`config.mk`:
```
export PLATFORM = sky130hd
export DESIGN_NAME = ctr_timer_sched
export DESIGN_NICKNAME = d
export VERILOG_FILES = /design/src/rtl/ctr_timer_sched_pkg.sv /design/src/rtl/ctr_timer_sched_ld_counter.sv /design/src/rtl/ctr_timer_sched.sv
export SDC_FILE = /design/constraint.sdc
export NUM_CORES = 1
export LEC_CHECK = 0
export CAP_MARGIN = 25
export CELL_PAD_IN_SITES_DETAIL_PLACEMENT = 0
export CELL_PAD_IN_SITES_GLOBAL_PLACEMENT = 1
export CORE_ASPECT_RATIO = 1.1
export CORE_MARGIN = 2
export CORE_UTILIZATION = 39
export DETAILED_ROUTE_END_ITERATION = 8
export GPL_ROUTABILITY_DRIVEN = 0
export PLACE_DENSITY = 0.85
export SYNTH_ARGS = -nofsm -noshare
export SYNTH_HDL_FRONTEND = slang
export SYNTH_HIERARCHICAL = 1
export SYNTH_SLANG_ARGS = --single-unit
```
`constraint.sdc`:
```
create_clock -name clk_i -period 5.1 [get_ports clk_i]
set_clock_uncertainty 0.1 [all_clocks]
set_input_delay 1.02 -clock clk_i [delete_from_list [all_inputs] [get_ports clk_i]]
set_output_delay 1.02 -clock clk_i [all_outputs]
set_load 0.01 [all_outputs]
```
`src/rtl/ctr_timer_sched_pkg.sv`:
```
// Shared definitions for the counter timer scheduler.
// Holds the FSM state encodings and the default requester count and
// counter width used by ctr_timer_sched and its counter sub-module.
package ctr_timer_sched_pkg;

  localparam int DEF_NREQ  = 4;
  localparam int DEF_WIDTH = 16;

  typedef enum logic [1:0] {
    IDLE = 2'd0,
    LOAD = 2'd1,
    RUN  = 2'd2,
    FIN  = 2'd3
  } state_e;

endpackage

```
`src/rtl/ctr_timer_sched_ld_counter.sv`:
```
// Loadable up-counter shared by all requesters of ctr_timer_sched.
// Load has priority over count enable.
// Ports:
//   clk_i  rising-edge clock
//   rst_i  asynchronous active-high reset, clears the count
//   ld_i   load d_i into the counter
//   ce_i   count enable, increments by one
//   d_i    load value
//   q_o    current count
module ctr_timer_sched_ld_counter
  import ctr_timer_sched_pkg::*;
#(
  parameter int WIDTH = DEF_WIDTH
) (
  input  logic             clk_i,
  input  logic             rst_i,
  input  logic             ld_i,
  input  logic             ce_i,
  input  logic [WIDTH-1:0] d_i,
  output logic [WIDTH-1:0] q_o
);

  logic [WIDTH-1:0] cnt_q;
  logic [WIDTH-1:0] cnt_d;

  always_comb begin
    cnt_d = cnt_q;
    if (ld_i) begin
      cnt_d = d_i;
    end else if (ce_i) begin
      cnt_d = cnt_q + WIDTH'(1);
    end
  end

  always_ff @(posedge clk_i or posedge rst_i) begin
    if (rst_i) begin
      cnt_q <= '0;
    end else begin
      cnt_q <= cnt_d;
    end
  end

  assign q_o = cnt_q;

endmodule

```
`src/rtl/ctr_timer_sched.sv`:
```
// Round-robin scheduler sharing one loadable up-counter among NREQ
// requesters. The winner's interval length is latched at grant, the
// counter is cleared, advanced on each tick, and the owner receives a
// one-cycle done pulse when the count reaches its interval.
// Ports:
//   clk_i   rising-edge clock
//   rst_i   asynchronous active-high reset
//   req_i   per-requester request level (held until done, drop to abort)
//   len_i   per-requester interval, slice i = len_i[i*WIDTH +: WIDTH]
//   tick_i  count-enable strobe
//   gnt_o   one-hot owner of the counter (registered)
//   done_o  one-cycle completion pulse to the owner (registered)
//   busy_o  high whenever the scheduler is not idle
//   q_o     elapsed ticks of the current (or last) interval
module ctr_timer_sched
  import ctr_timer_sched_pkg::*;
#(
  parameter int NREQ  = DEF_NREQ,
  parameter int WIDTH = DEF_WIDTH
) (
  input  logic                  clk_i,
  input  logic                  rst_i,
  input  logic [NREQ-1:0]       req_i,
  input  logic [NREQ*WIDTH-1:0] len_i,
  input  logic                  tick_i,
  output logic [NREQ-1:0]       gnt_o,
  output logic [NREQ-1:0]       done_o,
  output logic                  busy_o,
  output logic [WIDTH-1:0]      q_o
);

  localparam int IDXW = (NREQ > 1) ? $clog2(NREQ) : 1;

  // First requesting index found searching upward from ptr, wrapping mod NREQ.
  function automatic logic [IDXW-1:0] rr_pick(input logic [NREQ-1:0] req,
                                              input logic [IDXW-1:0] ptr);
    logic [IDXW-1:0] win;
    logic [IDXW-1:0] ci;
    logic            found;
    win   = ptr;
    found = 1'b0;
    for (int off = 0; off < NREQ; off++) begin
      ci = IDXW'((int'(ptr) + off) % NREQ);
      if (!found && req[ci]) begin
        win   = ci;
        found = 1'b1;
      end
    end
    return win;
  endfunction

  function automatic logic [NREQ-1:0] onehot(input logic [IDXW-1:0] i);
    logic [NREQ-1:0] v;
    v    = '0;
    v[i] = 1'b1;
    return v;
  endfunction

  function automatic logic [IDXW-1:0] next_idx(input logic [IDXW-1:0] i);
    return (i == IDXW'(NREQ - 1)) ? '0 : i + 1'b1;
  endfunction

  state_e           state_q, state_d;
  logic [IDXW-1:0]  idx_q, idx_d;
  logic [IDXW-1:0]  ptr_q, ptr_d;
  logic [NREQ-1:0]  gnt_q, gnt_d;
  logic [NREQ-1:0]  done_q, done_d;
  logic [WIDTH-1:0] len_q;
  logic [WIDTH-1:0] len_sel;
  logic [IDXW-1:0]  pick;
  logic             cnt_ld;
  logic             cnt_ce;
  logic [WIDTH-1:0] cnt_q;

  always_comb begin
    pick    = rr_pick(req_i, ptr_q);
    len_sel = '0;
    for (int i = 0; i < NREQ; i++) begin
      if (pick == IDXW'(i)) begin
        len_sel = len_i[i*WIDTH +: WIDTH];
      end
    end
  end

  always_comb begin
    state_d = state_q;
    idx_d   = idx_q;
    ptr_d   = ptr_q;
    gnt_d   = gnt_q;
    done_d  = '0;
    cnt_ld  = 1'b0;
    cnt_ce  = 1'b0;
    unique case (state_q)
      IDLE: begin
        if (|req_i) begin
          idx_d   = pick;
          gnt_d   = onehot(pick);
          state_d = LOAD;
        end
      end
      LOAD: begin
        cnt_ld = 1'b1;
        if (len_q == '0) begin
          state_d = FIN;
          done_d  = onehot(idx_q);
        end else begin
          state_d = RUN;
        end
      end
      RUN: begin
        // An owner dropping its request wins over a completing tick.
        if (!req_i[idx_q]) begin
          state_d = IDLE;
          gnt_d   = '0;
          ptr_d   = next_idx(idx_q);
        end else begin
          cnt_ce = tick_i;
          // Counter reaches len_q on the same edge that enters FIN,
          // so it stops there and never wraps.
          if (tick_i && (cnt_q == len_q - WIDTH'(1))) begin
            state_d = FIN;
            done_d  = onehot(idx_q);
          end
        end
      end
      FIN: begin
        state_d = IDLE;
        gnt_d   = '0;
        ptr_d   = next_idx(idx_q);
      end
      default: state_d = IDLE;
    endcase
  end

  always_ff @(posedge clk_i or posedge rst_i) begin
    if (rst_i) begin
      state_q <= IDLE;
      idx_q   <= '0;
      ptr_q   <= '0;
      gnt_q   <= '0;
      done_q  <= '0;
    end else begin
      state_q <= state_d;
      idx_q   <= idx_d;
      ptr_q   <= ptr_d;
      gnt_q   <= gnt_d;
      done_q  <= done_d;
    end
  end

  // Interval length is captured only at grant; later LEN changes are ignored.
  always_ff @(posedge clk_i) begin
    if (state_q == IDLE && |req_i) begin
      len_q <= len_sel;
    end
  end

  ctr_timer_sched_ld_counter #(
    .WIDTH (WIDTH)
  ) u_cnt (
    .clk_i (clk_i),
    .rst_i (rst_i),
    .ld_i  (cnt_ld),
    .ce_i  (cnt_ce),
    .d_i   ('0),
    .q_o   (cnt_q)
  );

  assign gnt_o  = gnt_q;
  assign done_o = done_q;
  assign busy_o = (state_q != IDLE);
  assign q_o    = cnt_q;

endmodule

```
-- Word level (Yosys, flattened, before mapping)
Index checks and enable logic that the tools add are counted.
- add/sub/neg operators: 6
- $lt $le $gt $ge: 8
- equality and inequality tests: 11
- muxes and demuxes: 44
- reduce and logical (&&, ||, !) cells: 22
- operator list (cell ; number):
    16-bit two-way mux ; 6
    4-bit two-way mux ; 5
    2-bit by 3-bit less-than comparator with 1-bit output, second input constant ; 6
    16-bit by 1-bit adder with 16-bit output, second input constant ; 1
    16-bit equality test ; 1
    16-bit zero test ; 1
    2-bit two-way mux ; 8
    16-bit by 1-bit subtractor with 16-bit output, second input constant ; 1
    1-bit two-way mux ; 14
    4-bit case mux with 3 select lines ; 1
    1-bit binary-select mux with 2-bit select ; 5
    2-bit equality test, second input constant ; 5
    2-bit case mux with 4 select lines ; 1
    4-bit case mux with 2 select lines ; 1
    1-bit logical AND ; 7
    2-bit AND reduction ; 3
    2-bit nonzero test ; 3
    2-bit by 1-bit adder with 2-bit output, second input constant ; 2
    2-bit adder, second input constant ; 2
    1-bit demux with 2-bit select ; 2
    2-bit by 1-bit equality test with 1-bit output, second input constant ; 2
    2-bit by 1-bit greater-or-equal comparator with 1-bit output, second input constant ; 2
    2-bit zero test ; 2
    2-bit case mux with 2 select lines ; 1
    7 further kinds ; 9
- bits in registers: 46
- input port bits: 71
- output and inout bits: 25
- logic and storage cells: 98

-- Logic depth before layout (Yosys ltp)
- depth after elaboration: 18
- mapped depth: 9
- mapped depth without buffers: 9

-- By module
The synthesis kept the hierarchy.
- modules (own cells, without submodules) (module ; instances ; cells each ; area an instance (um^2) ; seq. area each (um^2)):
    ctr_timer_sched ; 1 ; 200 ; 2264.7 ; 830.8
    ctr_timer_sched_ld_counter ; 1 ; 101 ; 917.1 ; 400.4

-- Worst setup path before layout
No wires, ideal clock.
- path type: input to register
- start point: in req_i[2]
- end point: reg len_q[10], data pin
- setup time: 272 ps
- arrival time: 2598 ps
- data required time: 4728 ps
- setup slack: 2130 ps
- stages: 5
- buffers on the path: 1
- cells stage by stage: nor3_1 -> o22a_1 -> o21ai_2 -> buf_2 -> mux4_2
- word-level cells in the longest chain between the ends: 17
- elaborated cells between the ends (all ways): 28
- classes of those cells: eq/ne (3); mux (18); reduce/logical (7)
- RTL lines (what ; RTL line ; source):
    start, declared ; ctr_timer_sched.sv:23 ; input logic [NREQ-1:0] req_i,
    1-bit binary-select mux with 2-bit select ; ctr_timer_sched.sv:44 ; if (!found && req[ci]) begin
    1-bit two-way mux (implied by the code) ; ctr_timer_sched.sv:44 ;
    1-bit two-way mux ; ctr_timer_sched.sv:44 ;
    1-bit zero test ; ctr_timer_sched.sv:44 ;
    1-bit logical AND ; ctr_timer_sched.sv:44 ;
    1-bit two-way mux ; ctr_timer_sched.sv:44 ;
    1-bit zero test ; ctr_timer_sched.sv:44 ;
    1-bit logical AND ; ctr_timer_sched.sv:44 ;
    1-bit two-way mux ; ctr_timer_sched.sv:44 ;
    1-bit zero test ; ctr_timer_sched.sv:44 ;
    1-bit logical AND ; ctr_timer_sched.sv:44 ;
    2-bit two-way mux (*) ; ctr_timer_sched.sv:44 ;
    2-bit zero test ; ctr_timer_sched.sv:79 ; if (pick == IDXW'(i)) begin
    16-bit two-way mux (3 in series) ; ctr_timer_sched.sv:79 ;
    16-bit two-way mux (*) ; ctr_timer_sched.sv:79 ;
    via len_sel[10] ; ctr_timer_sched.sv:69 ; logic [WIDTH-1:0] len_sel;
    end signal, assigned ; ctr_timer_sched.sv:154 ; len_q <= len_sel;
    end, declared ; ctr_timer_sched.sv:68 ; logic [WIDTH-1:0] len_q;
Mark *: on every way through the listed nets, which the timed path passes. The rest lies on a longest branch. The select of a mux whose other input is x is not followed.
A chain may end at the register's enable or synchronous reset.

-- Worst setup path in the final report
- start point: in req_i[0]
- end point: reg len_q[0], data pin
Same word-level chain as after synthesis.

==> flow_summary.yaml <==
power_and_ir_drop:
  irDropWorstVdd_mv: 0.197
  totalPowerFinal_mw: 2.23
  power.density_nw_per_um2: 506
  p_leak_nw: 1.65
grt:
  grt_overflow: 0
  grt_max_degree: 36
  grt_usage_pct: 16.9
  grt.busiest_layer: "met2"
  met3_usage_pct: 3.59
  grt_pass1_vias: 2633
  grt_pass1_wl_mm: 12.2
  grt_antenna_before_repair: 0
  use_met2_pct: 29.9
  use_met1_pct: 21.3
sta:
  hold_viol: 0
  post-route-min-period_ps: 3140
  rsz0062_at_grt: "no"
  tns_ps: 0
  relSlewSlack_pct: 32.3
  max_freq_ghz: 0.319
  tightest_slew_ps: 1020
  timing.final.crit_share_pct: 61.5
  report.final.slew_viol_count: 0
  setup_viol_count_final: 0
yosys:
  yosysTopAreaCell: "dfrtp_1"
  netlist_top_cells_area: "dfrtp_1 (24%), edfxtp_1 (15%), mux4_2 (12%), xnor2_1 (6.6%), ha_1 (4.3%)"
  syn-instance-count: 301
  synth_common_cells: "nand2_1 (33), dfrtp_1 (30), xnor2_1 (24)"
  yosysSeqAreaShare_pct: 38.7
  synth_most_common_cell: "nand2_1"
  ys_async_sr_fraction_pct: 65.2
  ys_warn_count: 6
  synth_area_um2: 3180
  synth_top_area_share_pct: 23.6
  syn_avg_cell_area_um2: 10.6
  synth_flop_cell: "dfrtp_1"
  synth_enable_flop_cells: 16
  ys_types: 56
  ys_ff_latch: 46
die:
  num_rows: 34
  die_w_um: 90.1
  die_area_um2: 8900
  die_height_um: 98.7
  start_util_pct: 40.2
  ios: 96
  core-area_um2: 7910
finish:
  drive_above_1_share_pct: 10.5
  num-fill-cells: 730
  final_nets: 493
  syn_to_final_growth_pct: 38.2
  final_area_um2: 4400
  insertedDiodeCount: 0
  utilization_pct: 55.6
clocking:
  hold_buffers: 0
  clockRootBuffer: "clkbuf_8"
  insertion_delay_ps: 290
  cts-root-to-sink-buffers: 2
  ctsResizeCount: 0
  cts_num_sinks: 46
  numCtsBuffers: 5
  htree_levels: 2
  tritoncts: "yes"
  post_cts_buffers: 0
  clk_pin_slew_ps: 80
routing:
  routed_wl_mm: 7.46
  firstDrtPassIters: 4
  detail-route-antenna-nets: 0
  drc: 0
  vias_per_cell: 5.24
  vias: 2717
  drtIter0Drc: 107
  routedWlPerCell_um: 14.4
worst_setup_path:
  startpoint: "req_i[0]"
  critical_path_class: "primary input to register"
  path_buf_inv: 1
  path_delay_family: "compound AO/OA/AOI/OAI gates"
  critPathCapture: "len_q[0]$_DFFE_PP_"
  crit_path_end_kind: "register"
  r2r-end: "done_o[3]$_DFF_PP0_"
  worst-r2r-cell-count: 9
  crit-reg2reg-launch: "len_q[0]$_DFFE_PP_"
  critical_path.slowest_cell: "o221ai_2"
  crit_required_ps: 5030
  slowest_delay_ps: 800
  crit_path_start_kind: "primary input"
  critPathMaxFanout: 20
  regToRegSetupSlack_ps: 2110
  crit_cells: 5
  cp.arrival_ps: 3070
  cp_cell_sequence: "clkdlybuf4s50_1, nor2b_1, a21oi_1, o221ai_2, mux4_2"
min_path:
  hp-class: "register to register"
placed_design:
  dpl.hpwl_mm: 6.06
  port_buffers: 95
  post_dp_cell_area_um2: 4290
flow_run:
  drv_cap: 0
outcome:
  outcome: "finished clean"
worst min-delay path by stage:
| stage | startpoint | depth (start not counted) | end |
|---|---|---|---|
| floorplan | gnt_o[0]$_DFFE_PP0P_ | 2 | gnt_o[0]$_DFFE_PP0P_ |
| global placement | gnt_o[0]$_DFFE_PP0P_ | 2 | gnt_o[0]$_DFFE_PP0P_ |
| detailed placement | gnt_o[0]$_DFFE_PP0P_ | 2 | gnt_o[0]$_DFFE_PP0P_ |
| CTS | gnt_o[0]$_DFFE_PP0P_ | 2 | gnt_o[0]$_DFFE_PP0P_ |
| global route | gnt_o[0]$_DFFE_PP0P_ | 2 | gnt_o[0]$_DFFE_PP0P_ |
| finish | gnt_o[0]$_DFFE_PP0P_ | 2 | gnt_o[0]$_DFFE_PP0P_ |
power by group:
| part | total (mW) | switching (mW) | leakage, nW | internal [mW] |
|---|---|---|---|---|
| Combinational | 1.17 | 0.534 | 1.09 | 0.637 |
| Sequential | 0.847 | 0.266 | 0.525 | 0.580 |
| Clock | 0.209 | 0.114 | 0.0383 | 0.0945 |
layer usage:
layer / wire (um) / vias to the layer above
met5: 0 / -
met3: 552 / 5
li1: - / 1317
met1: 3100 / 1299
met4: 70 / 0
met2: 3740 / 96
final cells by class:
cell class | instances | area [um^2] | share of cell area (%)
inverter | 16 | 60.1 | 1.37
tap | 108 | 135 | 3.07
multi-input combinational | 245 | 1910 | 43.4
timing repair buffer | 97 | 986 | 22.4
clock buffer | 7 | 76.3 | 1.74
sequential | 46 | 1230 | 28.0
through the flow:
step / worst slack, ps / hold WS, ps / std cells
detailed placement: 1640 / 386 / 511
global route: 1860 / 446 / 519
global placement: 1710 / 381 / 511
finish: 1960 / 409 / 519
floorplan: 2130 / 416 / 316
CTS: 1960 / 413 / 518
worst register-to-register path, delay by kind of cell, from the launching register on:
kind / cells / cell delay, ps
buffers and inverters: 1 / 110
AO/OA/AOI/OAI: 2 / 870
adder cells (fa/ha/maj): 1 / 190
AND/OR/NAND/NOR: 4 / 1130
flip-flops: 1 / 450
XOR/XNOR: 1 / 90
cell families after synthesis:
group                    count (synthesis)  share of synthesized area [%]
AND/OR/NAND/NOR                        111                           20.3
AO/OA/AOI/OAI                           49                           9.75
flip-flops                              46                           38.7
XOR/XNOR                                36                           9.91
buffers and inverters                   25                           3.26
multiplexers                            22                           13.7
adder cells (fa/ha/maj)                 11                           4.33
other                                    1                          0.118
layout by cell type, fill, tap and decap left out, types with 3 or more instances in the layout:
cell             instances
clkdlybuf4s50_1         95
nand2_1                 33
dfrtp_1                 30
xnor2_1                 24
o21ai_0                 22
mux4_2                  17
inv_1                   16
edfxtp_1                16
conb_1                  16
nor2_1                  13
nor3_1                  12
xor2_1                  12
ha_1                    11
nand4_1                  7
nor2b_1                  6
nand3_1                  6
and3_1                   6
nor4_1                   5
a21oi_1                  5
clkbuf_8                 5
nor4_2                   4
a31oi_1                  3
mux2i_1                  3
state kept, by name (all words and copies together) (netlist names):
name,flops
len_q,16
u_cnt/q_o,16
done_o,4
gnt_o,4
idx_q,2
ptr_q,2
state_q,2
Note: power is estimated with default switching activity, not from simulation.
